$ cat config.mk
export PLATFORM = sky130hd
export DESIGN_NAME = mem_port1_sched
export DESIGN_NICKNAME = d
export VERILOG_FILES = /design/src/rtl/mem_port1_sched.sv
export SDC_FILE = /design/constraint.sdc
export NUM_CORES = 1
export LEC_CHECK = 0
export CORE_ASPECT_RATIO = 1.2
export CORE_MARGIN = 3
export CORE_UTILIZATION = 40
export CTS_CLUSTER_DIAMETER = 40
export DETAILED_ROUTE_END_ITERATION = 7
export HOLD_SLACK_MARGIN = 0.02
export PLACE_DENSITY = 0.74
export SLEW_MARGIN = 20
export SYNTH_ARGS = -nofsm -noshare
export SYNTH_HDL_FRONTEND = slang
export SYNTH_SLANG_ARGS = --single-unit
$ cat constraint.sdc
create_clock -name clk -period 1.32 [get_ports clk]
set_input_delay 0.198 -clock clk [delete_from_list [all_inputs] [get_ports clk]]
set_output_delay 0.198 -clock clk [all_outputs]
set_load 0.005 [all_outputs]
$ cat src/rtl/mem_port1_sched.sv
// Purpose: arbitrates memory port 1 (A1 mux, W1 mux, WE1) between loader, fetch and load/store.
// Latency: write done 1 cycle after the sampling edge, read done 2 cycles after; one IDLE cycle between accesses.
// Backpressure: requests are levels held until done; requests seen outside IDLE wait for the next IDLE edge.
module mem_port1_sched #(
    parameter int WE_W     = 4,
    parameter int SEL_W    = 2,
    parameter int CNT_W    = 4,
    parameter int MAX_WAIT = 8
) (
    input  logic             clk,
    input  logic             rst,
    input  logic             fetch_req,
    input  logic             ls_req,
    input  logic [WE_W-1:0]  ls_we,
    input  logic             ext_req,
    input  logic [WE_W-1:0]  ext_we,
    output logic [SEL_W-1:0] A1_mux_control,
    output logic             W1_mux_control,
    output logic [WE_W-1:0]  WE1,
    output logic             pc_WE,
    output logic             old_pc_WE,
    output logic             fetch_gnt,
    output logic             ls_gnt,
    output logic             ext_gnt,
    output logic             fetch_done,
    output logic             ls_done,
    output logic             ext_done,
    output logic             busy
);

    typedef enum logic [1:0] {
        ST_IDLE   = 2'd0,
        ST_ACCESS = 2'd1,
        ST_RDATA  = 2'd2
    } state_t;

    typedef enum logic [1:0] {
        OWN_EXT   = 2'd0,
        OWN_LS    = 2'd1,
        OWN_FETCH = 2'd2
    } owner_t;

    localparam logic [SEL_W-1:0] SEL_CU  = SEL_W'(0);
    localparam logic [SEL_W-1:0] SEL_PC  = SEL_W'(1);
    localparam logic [SEL_W-1:0] SEL_ALU = SEL_W'(2);
    localparam logic [CNT_W-1:0] L_MAX   = CNT_W'(MAX_WAIT);

    // Registered state; every output is driven straight from one of these.
    state_t           r_state;
    owner_t           r_owner;
    logic [CNT_W-1:0] r_wait_cnt;
    logic [SEL_W-1:0] r_a1;
    logic             r_w1;
    logic [WE_W-1:0]  r_we1;
    logic             r_pc_we;
    logic [2:0]       r_gnt;    // {ext, ls, fetch}
    logic [2:0]       r_done;   // {ext, ls, fetch}
    logic             r_busy;

    // Next-state values.
    state_t           w_state_nxt;
    owner_t           w_owner_nxt;
    logic [CNT_W-1:0] w_wait_nxt;
    logic [SEL_W-1:0] w_a1_nxt;
    logic             w_w1_nxt;
    logic [WE_W-1:0]  w_we1_nxt;
    logic             w_pc_we_nxt;
    logic [2:0]       w_gnt_nxt;
    logic [2:0]       w_done_nxt;
    logic             w_busy_nxt;

    logic             w_any_req;
    logic             w_fetch_forced;
    owner_t           w_winner;
    logic [2:0]       w_owner_onehot;

    // Arbitration: a starved fetch overrides the fixed ext > ls > fetch order.
    always_comb begin
        w_any_req      = ext_req | ls_req | fetch_req;
        w_fetch_forced = fetch_req && (r_wait_cnt == L_MAX);
        w_winner       = OWN_FETCH;
        if (w_fetch_forced) begin
            w_winner = OWN_FETCH;
        end else if (ext_req) begin
            w_winner = OWN_EXT;
        end else if (ls_req) begin
            w_winner = OWN_LS;
        end
    end

    // Current owner as a {ext, ls, fetch} one-hot, used for the read done pulse.
    always_comb begin
        w_owner_onehot = 3'b000;
        case (r_owner)
            OWN_EXT:   w_owner_onehot = 3'b100;
            OWN_LS:    w_owner_onehot = 3'b010;
            OWN_FETCH: w_owner_onehot = 3'b001;
            default:   w_owner_onehot = 3'b000;
        endcase
    end

    // Next-state and next-output logic; pulses default low, mux selects hold.
    always_comb begin
        w_state_nxt = r_state;
        w_owner_nxt = r_owner;
        w_wait_nxt  = r_wait_cnt;
        w_a1_nxt    = r_a1;
        w_w1_nxt    = r_w1;
        w_we1_nxt   = r_we1;
        w_pc_we_nxt = 1'b0;
        w_gnt_nxt   = 3'b000;
        w_done_nxt  = 3'b000;
        w_busy_nxt  = 1'b0;

        case (r_state)
            ST_IDLE: begin
                w_a1_nxt  = SEL_PC;
                w_w1_nxt  = 1'b0;
                w_we1_nxt = '0;
                if (w_any_req) begin
                    w_state_nxt = ST_ACCESS;
                    w_busy_nxt  = 1'b1;
                    w_owner_nxt = w_winner;
                    case (w_winner)
                        OWN_EXT: begin
                            w_a1_nxt      = SEL_CU;
                            w_w1_nxt      = 1'b1;
                            w_we1_nxt     = ext_we;
                            w_gnt_nxt[2]  = 1'b1;
                            w_done_nxt[2] = |ext_we;
                        end
                        OWN_LS: begin
                            w_a1_nxt      = SEL_ALU;
                            w_we1_nxt     = ls_we;
                            w_gnt_nxt[1]  = 1'b1;
                            w_done_nxt[1] = |ls_we;
                        end
                        default: begin
                            w_a1_nxt     = SEL_PC;
                            w_gnt_nxt[0] = 1'b1;
                        end
                    endcase
                    // Fetch starvation tracking: count only losses while fetch is asking.
                    if ((w_winner == OWN_FETCH) || !fetch_req) begin
                        w_wait_nxt = '0;
                    end else if (r_wait_cnt != L_MAX) begin
                        w_wait_nxt = r_wait_cnt + 1'b1;
                    end
                end else begin
                    w_wait_nxt = '0;
                end
            end
            ST_ACCESS: begin
                if (|r_we1) begin
                    // Write already signalled done on entry; drop the strobes.
                    w_state_nxt = ST_IDLE;
                    w_a1_nxt    = SEL_PC;
                    w_w1_nxt    = 1'b0;
                    w_we1_nxt   = '0;
                end else begin
                    // Keep the address steady so the synchronous read lands on R1.
                    w_state_nxt = ST_RDATA;
                    w_busy_nxt  = 1'b1;
                    w_done_nxt  = w_owner_onehot;
                    w_pc_we_nxt = (r_owner == OWN_FETCH);
                end
            end
            ST_RDATA: begin
                w_state_nxt = ST_IDLE;
                w_a1_nxt    = SEL_PC;
                w_w1_nxt    = 1'b0;
                w_we1_nxt   = '0;
            end
            default: begin
                w_state_nxt = ST_IDLE;
                w_a1_nxt    = SEL_PC;
                w_w1_nxt    = 1'b0;
                w_we1_nxt   = '0;
            end
        endcase
    end

    // State and output registers; reset aborts any transaction in flight.
    always_ff @(posedge clk) begin
        if (!rst) begin
            r_state    <= ST_IDLE;
            r_owner    <= OWN_FETCH;
            r_wait_cnt <= '0;
            r_a1       <= SEL_PC;
            r_w1       <= 1'b0;
            r_we1      <= '0;
            r_pc_we    <= 1'b0;
            r_gnt      <= 3'b000;
            r_done     <= 3'b000;
            r_busy     <= 1'b0;
        end else begin
            r_state    <= w_state_nxt;
            r_owner    <= w_owner_nxt;
            r_wait_cnt <= w_wait_nxt;
            r_a1       <= w_a1_nxt;
            r_w1       <= w_w1_nxt;
            r_we1      <= w_we1_nxt;
            r_pc_we    <= w_pc_we_nxt;
            r_gnt      <= w_gnt_nxt;
            r_done     <= w_done_nxt;
            r_busy     <= w_busy_nxt;
        end
    end

    assign A1_mux_control = r_a1;
    assign W1_mux_control = r_w1;
    assign WE1            = r_we1;
    assign pc_WE          = r_pc_we;
    assign old_pc_WE      = r_pc_we;
    assign ext_gnt        = r_gnt[2];
    assign ls_gnt         = r_gnt[1];
    assign fetch_gnt      = r_gnt[0];
    assign ext_done       = r_done[2];
    assign ls_done        = r_done[1];
    assign fetch_done     = r_done[0];
    assign busy           = r_busy;

endmodule

# Word level (Yosys, flattened, before mapping)
# Index checks and enable logic that the tools add are counted.
# op_classes
n_reduce_logical,14
muxes,32
bitwise,4
eq_ne,10
n_addsub,1
# op_table
cell,n
two-way mux 4 bit,5
two-way mux 2 bit,8
case mux 2 bit (2 select lines),4
case mux 4 bit (2 select lines),2
OR reduction 4 bit,3
two-way mux 1 bit,9
case mux 3 bit (3 select lines),1
equality test 2 x 1 -> 1 bit (second input constant),3
logical NOT 2 bit,3
OR reduction 6 bit,1
adder 4 x 1 -> 4 bit (second input constant),1
equality test 2 bit (second input constant),2
equality test 4 bit (second input constant),1
!= test 2 bit (second input constant),2
!= test 4 bit (second input constant),1
case mux 1 bit (2 select lines),2
AND reduction 2 bit,2
two-way mux 3 bit,1
!= test 3 x 1 -> 1 bit (second input constant),1
AND reduction 3 bit,1
NOT 1 bit,2
OR 1 bit,2
OR reduction 2 bit,1
logical AND 1 bit,1
2 further kinds,2
# totals
wordCells,72
reg_bits,23
inputBits,13
output_inout_bits,16

# Logic depth before layout (Yosys ltp)
# Gate-level depths: netlist of the first run.
# logic_depth
ltp_word,7
depth_mapped,5
mapped_depth_nobuf,5

# Worst setup path before layout of the first run
# Ideal clock, no wire load.
# synth_timing
path_type,reg-to-reg
startpoint,reg r_wait_cnt[0]
endpoint,reg r_we1[3] (netlist: WE1[3])
required_time_ns,1.203
t_arrival_ns,1.320
synth_period_minus_slack_ns,1.437
path_buffers,0
setup_ns,0.117
slack_ns,-0.117
path_stages_with_launch,6
path_cell_list,dfxtp_1 inv_1 ha_1 nand4b_1 and4_1 a22o_1
# synth_between
elab_chain_len,7
word_cells_on_any_way,8
classes_between,2 x eq/ne; 4 x mux; 2 x reduce/logical
# synth_lines
element,line,rtl
from (decl),51,logic [CNT_W-1:0] r_wait_cnt;
from (signal assigned),199,r_wait_cnt <= w_wait_nxt;
equality test 4 bit (*),80,w_fetch_forced = fetch_req && (r_wait_cnt == L_MAX);
logical AND 1 bit (*),80,
two-way mux 2 bit (*),82,if (w_fetch_forced) begin
equality test 2 x 1 -> 1 bit or logical NOT 2 bit (tied branches),124,case (w_winner)
case mux 4 bit (2 select lines) (*),124,
two-way mux 4 bit (*),120,if (w_any_req) begin
case mux 4 bit (2 select lines) (*),115,case (r_state)
to (signal assigned),202,r_we1 <= w_we1_nxt;
to (decl),54,logic [WE_W-1:0] r_we1;
# Every way passes the cells marked *; elsewhere a longest branch is shown, timed or not.
# A chain may end at the register's enable or synchronous reset.

# Worst setup path in the final report of the first run
# Ends and elaborated chain as after synthesis.

==> reports/metrics.cfg, run 1 <==
[outcome]
status = complete, no violations

[hold_path]
min_path_type = flop to flop
hp-start = W1_mux_control

[synth]
netlist_area_um2 = 900
synthMuxAreaShare = 0
synth_edf_count = 0
synthAdderAreaFrac = 0.0278
synth_fp_nets = 115
synth_warnings = 0
yosysTopAreaCell = dfxtp_1
yosysTopAreaCellShare = 0.490
synth_simple_gate_area_share = 0.293
async_flop_share = 0
synth_compound_area_frac = 0.138
yosysMostFrequentCell = dfxtp_1
synthTopCellsByArea = dfxtp_1, nand3_1, a21oi_1
synth_area_per_cell_um2 = 9.00
synthXorXnorAreaFrac = 0
synth_top_family_by_area = simple AND/OR/NAND/NOR gates
seq_area_frac_synth = 0.490
synth_cell_type_count = 31
synth_seq_cells = 22
synthTopCellsByCount = dfxtp_1, nand3_1, a21oi_1
synth_top_flop_cell = dfxtp_1
synthCells = 100

[die]
die_area_mm2 = 0.00286
core.rowCount = 18
core-area_mm2 = 0.00209
die_x_um = 49.3
pin_count = 29
die_h_um = 58.0
start_util = 0.430

[global_route]
grt-ovfl-total = 0
antenna_found_initial = 0
grtUsageTotal = 0.171
grt_pass1_vias = 828
top_usage_layer = met2
grt_max_degree = 13
grt_pass1_wl_um = 3770
grtUsageMet3 = 0.0360
met2_usage = 0.314
grt_use_met1 = 0.187

[clock_network]
cts_max_level = 1
cts_tree = yes
cts.path.max_buffers = 2
cts.sinks = 22
numCtsBuffers = 3
root_buffer = clkbuf_4
holdBufCountCts = 0
clkSlewWorstSetupHoldPaths_ns = 0.12
clk_latency_ns = 0.30

[cells_and_area]
fin_cells = 174
area.growth.synth_to_final_pct = 55.8
fin_area_mm2 = 0.00140
antennaDiodeCount = 0
fillers = 181
layout-drive-gt1-share = 0.319
post-route-util = 0.669
nets = 160

[critical_path]
crit_required_ns = 1.53
arrival_ns = 1.50
startpoint = r_wait_cnt[0]
path_class = flop to flop
cp-end-kind = flop
crit_fanout = 4
startpoint_type = flop
worstReg2RegStart = r_wait_cnt[0]

[routing]
antenna_left = 0
drc = 0
routed_wl_um = 2310
vias = 915
drt-wirelength-per-cell_um = 13.3
via_per_inst = 5.26
drt_iter0_drc = 25
first_pass_iters = 4

[sta]
worst_pin_slew_ns = 0.310
period_share = 0.983
max_freq_ghz = 0.771
rsz0062_at_grt = true
fin_crit_ns = 1.30
slew_violations = 0
hold_viol = 0
slew-limit-headroom = 0.793
fin_worst_skew_ns = 0.00129
tns_ns = 0
setup_viol = 0

[power]
leakage_nw = 0.635
ir_drop_mv = 0.939
p_per_area_mw_per_mm2 = 1000

[placed_design]
finalWeightedCongestion = 0.810
io_buffers = 28
dpl.cell_count = 169
hpwl_um = 1890
placed_cell_area_mm2 = 0.00133

[flow_run]
maxCapViolCount = 0

-- registers in the layout (all words and copies together), names as in the netlist --
name / cells
busy: 1
r_state: 2
r_wait_cnt: 4
r_done: 2
r_gnt: 3
r_owner: 2
WE1: 4
A1_mux_control: 2
W1_mux_control: 1
old_pc_WE: 1
-- final cells by class --
type	instances	area, um2	area share
Inverter	5	18.8	0.0134
Sequential cell	22	457	0.326
Clock buffer	4	36.3	0.0259
Multi-Input combinational cell	68	457	0.326
Timing Repair Buffer	45	395	0.282
Tap cell	30	37.5	0.0268
-- routing by layer --
| metal | vias up | routed length [um] |
|---|---|---|
| li1 | 452 | - |
| met1 | 426 | 876 |
| met2 | 31 | 1260 |
| met3 | 6 | 124 |
| met4 | 0 | 46 |
| met5 | - | 0 |
-- cells in the final DEF (no fill, tap or decap), types with 4 or more instances in the layout --
master,Yosys,routed
buf_4,2,17
dlygate4sd2_1,0,14
dfxtp_2,0,13
clkdlybuf4s50_1,0,12
nand3_1,12,11
dfxtp_1,22,9
a21oi_1,8,8
nand2_1,7,7
nor2_1,5,5
o21ai_0,4,4
-- critical path, cell delays in order (launching register included) --
cell and delay, ns:
dfxtp_2 0.37, inv_2 0.08, ha_4 0.13, nand4b_1 0.18
and4_4 0.22, a22o_1 0.22
-- report_power, final --
group | switching [mW] | internal, mW
registers | 0.0260 | 0.714
clock network | 0.197 | 0.168
logic | 0.127 | 0.171
total | 0.350 | 1.05
-- final timing paths --
kind	to	cells after the start	slack, ns
max	WE1[3]	5	0.02
min	W1_mux_control	2	0.48
max reg2reg	WE1[3]	5	0.02
min reg2reg	W1_mux_control	2	0.48
-- cells by family after synthesis --
logic type,count (synthesis)
buffers and inverters,10
and+or+nand+nor,46
DFF,22
adders and majority gates,2
AOI/OAI and AO/OA,20
-- timing repair --
action | CTS | global route
hold endpoints to repair | 0 | 0
endpoints found under the setup margin | 15 | 9
buffers inserted | 1 | 0
resized for setup | 24 | 10
-- per-stage QoR --
step / setup WS [ns] / hold WS, ns / total power [mW]
6_report: 0.0227 / 0.475 / 1.40
5_1_grt: -0.0512 / 0.476 / 1.48
4_1_cts: 0.00107 / 0.475 / 1.40
3_5_place_dp: -0.224 / 0.465 / 1.05
3_3_place_gp: -0.210 / 0.456 / 1.04
2_1_floorplan: -0.0145 / 0.274 / 0.867
No activity file was read; power rests on OpenSTA's default activity.
==> inputs of run 2 (changes only) <==
Settings changed: MAX_ROUTING_LAYER set to met4, SLEW_MARGIN 20 to not set.
==> results of run 2 <==
No change in the layout: final DEF, timing and power equal those of run 1.
Main changes from that run: final weighted congestion in routability-driven placement 0.810 -> 0.822; overall routing resource usage 0.171 -> 0.177
==> inputs of run 3 (changes only) <==
Settings changed: CTS_CLUSTER_DIAMETER 40 to not set.
==> results of run 3 <==
No change in the layout: final DEF, timing and power equal those of run 1.
Main changes from that run: final weighted congestion in routability-driven placement 0.810 -> 0.822; overall routing resource usage 0.171 -> 0.177
